==> config.mk <==
export PLATFORM = sky130hd
export DESIGN_NAME = universal_shift_register
export DESIGN_NICKNAME = d
export VERILOG_FILES = /design/src/rtl/universal_shift_register.sv
export SDC_FILE = /design/constraint.sdc
export NUM_CORES = 1
export LEC_CHECK = 0
export ABC_AREA = 1
export CAP_MARGIN = 10
export CORE_MARGIN = 2
export CORE_UTILIZATION = 30
export CTS_CLUSTER_SIZE = 12
export DETAILED_ROUTE_END_ITERATION = 8
export GPL_TIMING_DRIVEN = 0
export PLACE_DENSITY = 0.57
export SLEW_MARGIN = 10
export SYNTH_ARGS = -nofsm -noshare
export SYNTH_HDL_FRONTEND = slang
export SYNTH_SLANG_ARGS = --single-unit
==> constraint.sdc <==
create_clock -name clock -period 2.2 [get_ports clock]
set_input_delay 0.44 -clock clock [delete_from_list [all_inputs] [get_ports clock]]
set_output_delay 0.44 -clock clock [all_outputs]
set_load 0.005 [all_outputs]
==> src/rtl/universal_shift_register.sv <==
// Purpose: parametrised shift/rotate register with load, clear, serial taps and a counted burst mode.
// Latency: single steps land on the next rising edge; a burst started at E0 shifts on E1..E(count), done follows E(count).
// Backpressure: none; start is only honoured when idle, and en/op/start/count/pin are ignored while busy.
module universal_shift_register #(
    parameter int WIDTH = 8,
    parameter int CNT_W = 4
) (
    input  logic             clock,
    input  logic             rst,
    input  logic             en,
    input  logic [2:0]       op,
    input  logic             sin_l,
    input  logic             sin_r,
    input  logic [WIDTH-1:0] pin,
    input  logic             start,
    input  logic [CNT_W-1:0] count,
    output logic [WIDTH-1:0] dout,
    output logic             sout_l,
    output logic             sout_r,
    output logic             busy,
    output logic             done
);

    typedef enum logic {
        S_IDLE  = 1'b0,
        S_BURST = 1'b1
    } state_t;

    localparam logic [2:0] OP_HOLD = 3'd0;
    localparam logic [2:0] OP_SHL  = 3'd1;
    localparam logic [2:0] OP_SHR  = 3'd2;
    localparam logic [2:0] OP_LOAD = 3'd3;
    localparam logic [2:0] OP_ROL  = 3'd4;
    localparam logic [2:0] OP_ROR  = 3'd5;
    localparam logic [2:0] OP_ASR  = 3'd6;
    localparam logic [2:0] OP_CLR  = 3'd7;

    localparam logic [CNT_W-1:0] CNT_ONE = CNT_W'(1);

    state_t             state_q, state_d;
    logic [WIDTH-1:0]   r_q, r_d;
    logic [2:0]         op_q, op_d;
    logic [CNT_W-1:0]   rem_q, rem_d;
    logic               busy_q, busy_d;
    logic               done_q, done_d;

    // Next register value for one application of an operation.
    function automatic logic [WIDTH-1:0] apply_op(
        input logic [2:0]       o,
        input logic [WIDTH-1:0] r,
        input logic             sl,
        input logic             sr,
        input logic [WIDTH-1:0] p
    );
        logic [WIDTH-1:0] res;
        res = r;
        case (o)
            OP_HOLD: res = r;
            OP_SHL:  res = {r[WIDTH-2:0], sr};
            OP_SHR:  res = {sl, r[WIDTH-1:1]};
            OP_LOAD: res = p;
            OP_ROL:  res = {r[WIDTH-2:0], r[WIDTH-1]};
            OP_ROR:  res = {r[0], r[WIDTH-1:1]};
            OP_ASR:  res = {r[WIDTH-1], r[WIDTH-1:1]};
            OP_CLR:  res = '0;
            default: res = r;
        endcase
        return res;
    endfunction

    // Only pure shift/rotate ops make sense repeated; LOAD/CLR/HOLD are idempotent.
    function automatic logic burst_capable(input logic [2:0] o);
        return (o == OP_SHL) || (o == OP_SHR) || (o == OP_ROL) ||
               (o == OP_ROR) || (o == OP_ASR);
    endfunction

    // Next-state logic: idle single steps / burst launch, burst stepping and completion.
    always_comb begin
        state_d = state_q;
        r_d     = r_q;
        op_d    = op_q;
        rem_d   = rem_q;
        done_d  = 1'b0;
        case (state_q)
            S_IDLE: begin
                if (start && burst_capable(op)) begin
                    // Launch edge only latches; the first shift happens on the next edge.
                    op_d  = op;
                    rem_d = count;
                    if (count != '0) begin
                        state_d = S_BURST;
                    end else begin
                        done_d = 1'b1;
                    end
                end else if (en) begin
                    r_d = apply_op(op, r_q, sin_l, sin_r, pin);
                end
            end
            S_BURST: begin
                // Serial inputs are sampled live; all other controls are ignored here.
                r_d   = apply_op(op_q, r_q, sin_l, sin_r, pin);
                rem_d = rem_q - CNT_ONE;
                if (rem_q == CNT_ONE) begin
                    state_d = S_IDLE;
                    done_d  = 1'b1;
                end
            end
            default: begin
                state_d = S_IDLE;
            end
        endcase
        busy_d = (state_d == S_BURST);
    end

    // State and datapath registers; reset aborts any burst in flight.
    always_ff @(posedge clock or negedge rst) begin
        if (!rst) begin
            state_q <= S_IDLE;
            r_q     <= '0;
            op_q    <= OP_HOLD;
            rem_q   <= '0;
            busy_q  <= 1'b0;
            done_q  <= 1'b0;
        end else begin
            state_q <= state_d;
            r_q     <= r_d;
            op_q    <= op_d;
            rem_q   <= rem_d;
            busy_q  <= busy_d;
            done_q  <= done_d;
        end
    end

    assign dout   = r_q;
    assign sout_l = r_q[WIDTH-1];
    assign sout_r = r_q[0];
    assign busy   = busy_q;
    assign done   = done_q;

endmodule
Word-level counts from Yosys, hierarchy flattened --
Cells that the tools add are included.
Storage, ports and cells: register bits after elaboration 17, latch bits 0, bits in writable memories 0, bits in read-only memories 0, input bits 21, output and inout bits 12, word-level logic and storage cells 56, memories 0
Operators by class: $add $sub $neg 1, $mul 0, divide/modulo/power cells 0, order comparisons 0, equal/unequal tests 22, shifts and indexed selects 0, muxes and demuxes 15, bitwise logic cells 1, reductions and logical operators 11
Operators by type and width (number):
- $pmux 8 s7 | 2
- $eq 3x3->1 const B | 8
- $mux 8 | 2
- $pmux 8 s2 | 1
- $ne 2x2->1 const B | 7
- $eq 3x2->1 const B | 4
- $pmux 4 s2 | 1
- $eq 3x1->1 const B | 2
- $logic_not 3->1 | 2
- $mux 1 | 6
- $reduce_and 6->1 | 1
- $eq 4x1->1 const B | 1
- $logic_or 1x1->1 | 4
- $mux 4 | 1
- $pmux 1 s2 | 2
- $reduce_and 4->1 | 1
- $reduce_bool 4->1 | 1
- $sub 4x1->4 const B | 1
- $reduce_and 2->1 | 1
- $logic_and 1x1->1 | 1
- $not 1->1 | 1

Logic depth before layout (Yosys ltp) --
Gate-level depths: netlist (run 1).
depth after elaboration 8, depth in mapped cells 11, gate-level depth less buffers 10

Worst setup path after synthesis (run 1) --
OpenSTA, ideal clock, no wires.
kind input -> register, start point in op[0], end point reg rem_q[2], setup time 0.126 ns, data arrival time 1.131 ns, data required time 2.074 ns, setup slack 0.943 ns, stages on the path 6, path buffers 2, cell sequence buf_6 > a21boi_2 > nand3_2 > buf_4 > a21boi_1 > o22ai_1
Between the ends: longest elaborated chain between the ends 7, elaborated cells between the ends (all ways) 11, those cells by class eq/ne: 6; reduce/logical: 5
RTL lines:
- start, declared | RTL line 11 | input logic [2:0] op,
- $eq 3x1->1 or $eq 3x2->1 (tied branches) | RTL line 73 | return (o == OP_SHL) || (o == OP_SHR) || (o == OP_ROL) ||
- $logic_or 1x1->1 (3 in series) | RTL line 73
- $logic_or 1x1->1 * | RTL line 74 | (o == OP_ROR) || (o == OP_ASR);
- $logic_and 1x1->1 * | RTL line 86 | if (start && burst_capable(op)) begin
- $ne 2x2->1 (no source line) *
- end signal, assigned | RTL line 128 | rem_q <= rem_d;
- end, declared | RTL line 43 | logic [CNT_W-1:0] rem_q, rem_d;
Mark *: on every way between the ends. The rest lies on a longest branch, timed or not. A chain may end at the register's enable or synchronous reset.

Final worst setup path (run 1) --
start point reg r_q[0] (netlist: dout[0]), end point out dout[0]
RTL lines:
- start, declared | RTL line 41 | logic [WIDTH-1:0] r_q, r_d;
- start signal, assigned | RTL line 126 | r_q <= r_d;
- end, declared | RTL line 17 | output logic [WIDTH-1:0] dout,
No word-level cell between the ends.

==> impl_metrics.env, run 1 <==
export IMPL_outcome="complete, no violations"
export IMPL_tightest_slew_ns=0.811
export IMPL_drt_wl_total_microns=3940
export IMPL_syn_avg_cell_area_sq_um=6.61
export IMPL_ctsRootBufferMaster="clkbuf_8"
export IMPL_cts_clk_slew_worst_paths_ns=0.07
export IMPL_synth_mux_area_share_pct=0
export IMPL_cts_num_sinks=17
export IMPL_remaining_drc_errors=0
export IMPL_syn_nets=223
export IMPL_yosys_area_top_type="dfrtp_1"
export IMPL_max_stage_delay_ns=0.49
export IMPL_crit_required_ns=1.76
export IMPL_core_area_sq_mm=0.00429
export IMPL_cts_setup_buffers=0
export IMPL_grt_start_max_net_pins=18
export IMPL_final_layout_size_suffix_gt1_share_pct=9.75
export IMPL_grt_util_all_layers_pct=17.5
export IMPL_crit_arrival_ns=1.37
export IMPL_synth_xor_area_share_pct=0
export IMPL_cp_slowest_cell="clkdlybuf4s50_1"
export IMPL_cts_resized=0
export IMPL_drv_slew=0
export IMPL_cts_made_buffers=3
export IMPL_drv_cap=0
export IMPL_endpoint_kind="primary output"
export IMPL_setup_tns_ns=0
export IMPL_ctsHoldBuffers=0
export IMPL_finalInstanceArea_sq_mm=0.00175
export IMPL_overflow=0
export IMPL_syn_cell_area_sq_mm=0.00132
export IMPL_hold_path_class="reg2reg"
export IMPL_synth_yosys_seq_area_share_pct=32.2
export IMPL_syn2layout_area_growth_pct=32.5
export IMPL_finalHoldViolCount=0
export IMPL_max_clock_freq_mhz=552
export IMPL_p_per_area_mw_per_mm2=1290
export IMPL_yosys_area_share_simple_pct=47.5
export IMPL_ir_drop_mv=0.408
export IMPL_drt_iter0_markers=112
export IMPL_critPathMaxFanout=7
export IMPL_final_common_cell="nand2_1"
export IMPL_setup_viol=0
export IMPL_initial_core_util_pct=30.8
export IMPL_dpl_cell_area_sq_mm=0.00171
export IMPL_yosysWarnings=0
export IMPL_synth_top_cell_area_share_pct=32.2
export IMPL_layout_setup_ws_ns=0.389
export IMPL_ys_ff_latch=17
export IMPL_via_per_inst=5.21
export IMPL_synth_cell_types=30
export IMPL_p_total_mw=2.26
export IMPL_synth_adder_area_share_pct=1.89
export IMPL_pin_count=33
export IMPL_placed_cells=284
export IMPL_final_util_pct=40.8
export IMPL_fin_cells=288
export IMPL_synth_compound_area_share_pct=8.99
export IMPL_ys_top_cells_by_area="dfrtp_1 (32%), nand2_1 (20%), nand4_1 (11%)"
export IMPL_synth_top_family_by_area="simple AND/OR/NAND/NOR gates"
export IMPL_cts_tree="yes"
export IMPL_p_leak_nw=0.802
export IMPL_place_congestion=0.831
export IMPL_num_vias=1501
export IMPL_mostFrequentLayoutCells="nand2_1 (72), clkdlybuf4s50_1 (32), nand4_1 (24)"
export IMPL_clock_latency_ns=0.25
export IMPL_period_needed_ns=1.81
export IMPL_critical_path_class="reg2out"
export IMPL_worstSetupStartpointType="register"
export IMPL_clock_skew_ns=0.00227
export IMPL_cts_buffer_depth=2
export IMPL_grt_antenna_before_repair=0
export IMPL_fillers=477
export IMPL_place_worst_setup_slack_ns=0.148
export IMPL_num_rows=24
export IMPL_die_area_sq_mm=0.00496
export IMPL_netlist_instances=200
export IMPL_die_w_microns=70.4
export IMPL_diodes=0
export IMPL_h_tree_depth=1
export IMPL_rsz0062_at_grt="false"
export IMPL_drt_pass1_iterations=4
export IMPL_cp_cell_sequence="buf_4, clkdlybuf4s50_1"
export IMPL_slew_headroom_pct=45.7
export IMPL_fin_nets=260
export IMPL_ant_nets=0
export IMPL_grt_pass1_vias=1430
export IMPL_dp_hpwl_microns=2870
export IMPL_port_buffers=32
export IMPL_wl_per_cell_microns=13.7
export IMPL_grt_first_pass_wirelength_microns=6890
export IMPL_fin_crit_sh_pct=82.3
export IMPL_die_y_microns=70.4
export IMPL_fin_hold_ws_ns=0.540
-- final cells by class --
| type | instances | area, sq um | share of cell area, % |
|---|---|---|---|
| repair buffers | 32 | 320 | 18.3 |
| multi-input cells | 156 | 772 | 44.0 |
| inverters | 18 | 67.6 | 3.85 |
| flip-flops and latches | 17 | 425 | 24.3 |
| well taps | 52 | 65.1 | 3.71 |
| plain buffers | 9 | 57.6 | 3.28 |
| clock buffers | 4 | 45.0 | 2.57 |
-- synth_stat cells --
cell and count:
nand2_1 72, nand4_1 24, nand3_1 23, dfrtp_1 17, inv_1 14, nor2_1 9
o21ai_0 5, buf_2 4, a21oi_1 3, buf_4 3, inv_2 3, nand2_2 3
ha_1 2, o31ai_1 2, a21boi_1 1, a21boi_2 1, a21oi_2 1, buf_6 1
clkbuf_1 1, clkinv_1 1, nand3_2 1, nand3b_1 1, nor2_4 1, nor3_1 1
o211ai_1 1, o21ai_1 1, o21ai_2 1, o221ai_1 1, o22ai_1 1, or2_2 1
-- final timing paths --
kind	from	end	slack [ns]	depth (start not counted)
setup / recovery	dout[0]	dout[0]	0.39	2
min in group asynchronous	rst	rem_q[0]	0.65	1
max in group asynchronous	rst	dout[0]	1.05	1
hold / removal	rem_q[3]	rem_q[3]	0.54	1
hold reg to reg	rem_q[3]	rem_q[3]	0.54	1
setup reg to reg	op_q[1]	dout[1]	0.77	8
-- critical path: cells and delay by family (launching register included) --
| family | cells | cell delay, ns |
|---|---|---|
| buffers and inverters | 2 | 0.64 |
| DFF | 1 | 0.48 |
-- sequential cells by signal, indices dropped and copies added, names as in the netlist --
| signal | count |
|---|---|
| dout | 8 |
| rem_q | 4 |
| op_q | 3 |
| busy | 1 |
| done | 1 |
-- where the power goes --
| part | internal, mW | switching [mW] |
|---|---|---|
| Combinational | 0.586 | 0.752 |
| Sequential | 0.470 | 0.203 |
| Clock | 0.129 | 0.115 |
-- kinds of logic after synthesis --
family / Yosys count
flip-flops: 17
AND/OR/NAND/NOR: 136
AO/OA/AOI/OAI: 18
buffers and inverters: 27
adder cells (fa/ha/maj): 2
-- routing by layer --
metal  part of all wire (%)  global-route usage [%]  vias to the layer above
li1                       -                       -                      753
met1                     47                    25.9                      682
met2                     45                    26.0                       62
met3                    6.6                    2.89                        4
met4                    1.2                    5.56                        0
met5                      0                       0                        -
Note: power is estimated with default switching activity, not from simulation.
==> run 2, diff against run 1 <==
Settings changed: PLACE_DENSITY 0.57 to 0.59.
Clock period 2.2 ns to 1.5 ns, I/O delays scaled along.
==> impl_metrics.env, run 2 (synthesized netlist as in run 1, its figures left out) <==
export IMPL_fin_hold_ws_ns=0.512
export IMPL_seqPwrFrac_pct=25.2
export IMPL_final_layout_size_suffix_gt1_share_pct=19.4
export IMPL_drt_iter0_markers=76
export IMPL_cp_slowest_cell="clkdlybuf4s50_1"
export IMPL_die_y_microns=70.4
export IMPL_largest_register_ffs=8
export IMPL_cts_buffer_depth=2
export IMPL_cp_cell_sequence="clkdlybuf4s50_1"
export IMPL_crit_arrival_ns=1.16
export IMPL_critical_path_class="reg2out"
export IMPL_pin_count=33
export IMPL_clock_skew_ns=0.00470
export IMPL_dp_hpwl_microns=2860
export IMPL_ir_drop_mv=0.626
export IMPL_via_per_inst=5.13
export IMPL_critPathMaxFanout=5
export IMPL_rr_worst_depth=8
export IMPL_place_congestion=0.816
export IMPL_worstSetupStartpointType="register"
export IMPL_drt_pass1_iterations=4
export IMPL_num_vias=1540
export IMPL_crit_end="busy"
export IMPL_wl_per_cell_microns=13.5
export IMPL_grt_pass1_vias=1422
export IMPL_core_area_sq_mm=0.00429
export IMPL_remaining_drc_errors=0
export IMPL_initial_core_util_pct=30.8
export IMPL_crit_required_ns=1.20
export IMPL_fin_crit_sh_pct=97.2
export IMPL_cp_buffers_inverters=1
export IMPL_grt_util_all_layers_pct=16.9
export IMPL_p_total_mw=3.58
export IMPL_critical_path_depth=1
export IMPL_hold_path_class="in2async"
export IMPL_drt_wl_total_microns=4050
export IMPL_p_per_area_mw_per_mm2=1900
export IMPL_final_common_cell="nand2_1"
export IMPL_grt_first_pass_wirelength_microns=6710
export IMPL_comb_power_share_pct=64.9
export IMPL_path_delay_family="buffers and inverters"
export IMPL_switching_power_mw=1.64
export IMPL_ctsRootBufferMaster="clkbuf_8"
export IMPL_cts_tree="yes"
export IMPL_netSwitchingFraction_pct=46.0
export IMPL_setup_tns_ns=0
export IMPL_endpoint_kind="primary output"
export IMPL_period_needed_ns=1.46
export IMPL_finalHoldViolCount=0
export IMPL_critPathLaunch="busy"
export IMPL_port_buffers=32
export IMPL_finalInstanceArea_sq_mm=0.00188
export IMPL_clock_latency_ns=0.25
export IMPL_ctsHoldBuffers=0
export IMPL_drv_slew=0
export IMPL_placed_cells=284
export IMPL_r2r_start="op_q[1]"
export IMPL_outcome="complete, no violations"
export IMPL_ant_nets=0
export IMPL_overflow=0
export IMPL_cts_made_buffers=3
export IMPL_timing_rr_end="dout[6]"
export IMPL_top_usage_layer="met2"
export IMPL_met3_usage_pct=2.02
export IMPL_place_worst_setup_slack_ns=-0.387
export IMPL_grt_start_max_net_pins=18
export IMPL_fin_nets=272
export IMPL_fin_cells=300
export IMPL_num_rows=24
export IMPL_rrSetupSlack_ns=0.14
export IMPL_mostFrequentLayoutCells="nand2_1 (71), clkdlybuf4s50_1 (27), nand4_1 (24)"
export IMPL_setup_viol=0
export IMPL_met1_usage_pct=24.3
export IMPL_tightest_slew_ns=0.809
export IMPL_max_clock_freq_mhz=686
export IMPL_cts_num_sinks=17
export IMPL_die_w_microns=70.4
export IMPL_slew_headroom_pct=45.9
export IMPL_rsz0062_at_grt="false"
export IMPL_diodes=0
export IMPL_die_area_sq_mm=0.00496
export IMPL_layout_setup_ws_ns=0.0426
export IMPL_dpl_cell_area_sq_mm=0.00171
export IMPL_cts_clk_slew_worst_paths_ns=0.07
export IMPL_drv_cap=0
export IMPL_h_tree_depth=1
export IMPL_grt_antenna_before_repair=0
export IMPL_final_util_pct=43.8
export IMPL_p_leak_nw=0.874
export IMPL_p_clk_share_pct=9.9
export IMPL_max_stage_delay_ns=0.51
export IMPL_syn2layout_area_growth_pct=42.1
export IMPL_p_int_mw=1.93
export IMPL_grtUsageMet2_pct=26.2
run 2: cell types whose count changed in the layout (fill, tap and decap cells not counted), sizes merged:
cell and delta:
clkinv +1, dlygate4sd2 +3, buf +13, clkdlybuf4s50 -5, dlymetal6s2s +1, clkbuf -1
run 2: worst min path at each step:
stage               end  slack, ns  depth (start not counted)
2_1_floorplan      busy      0.004                          0
3_3_place_gp   rem_q[3]       0.51                          1
3_5_place_dp   rem_q[3]       0.54                          1
4_1_cts            done       0.54                          1
5_1_grt         dout[6]       0.54                          2
6_report        dout[5]       0.51                          1
run 2: per-layer routing:
metal	vias to the layer above	wire [microns]
met2	35	1910
met4	0	34
met1	725	1950
met5	-	0
li1	778	-
met3	2	163
run 2: area by class of cell:
type / count / area (sq um)
inverters: 18 / 70.1
repair buffers: 44 / 407
plain buffers: 9 / 57.6
clock inverters: 1 / 5.00
fillers: 448 / 2410
flip-flops and latches: 17 / 437
well taps: 52 / 65.1
multi-input cells: 156 / 797
clock buffers: 3 / 41.3
run 2: power groups by stage:
stage	clock [mW]	sequential, mW	combinational (mW)
6_report	0.353	0.901	2.32
2_1_floorplan	0	0.921	1.29
3_5_place_dp	0	0.983	1.97
5_1_grt	0.388	0.934	2.63
4_1_cts	0.367	0.927	2.16
3_3_place_gp	0	0.986	1.95
run 2: what timing repair did:
action | in CTS | in global routing
buffers inserted | 6 | 6
gates resized for setup | 16 | 4
endpoints found under the setup margin | 22 | 16
pin swaps | 1 | 0
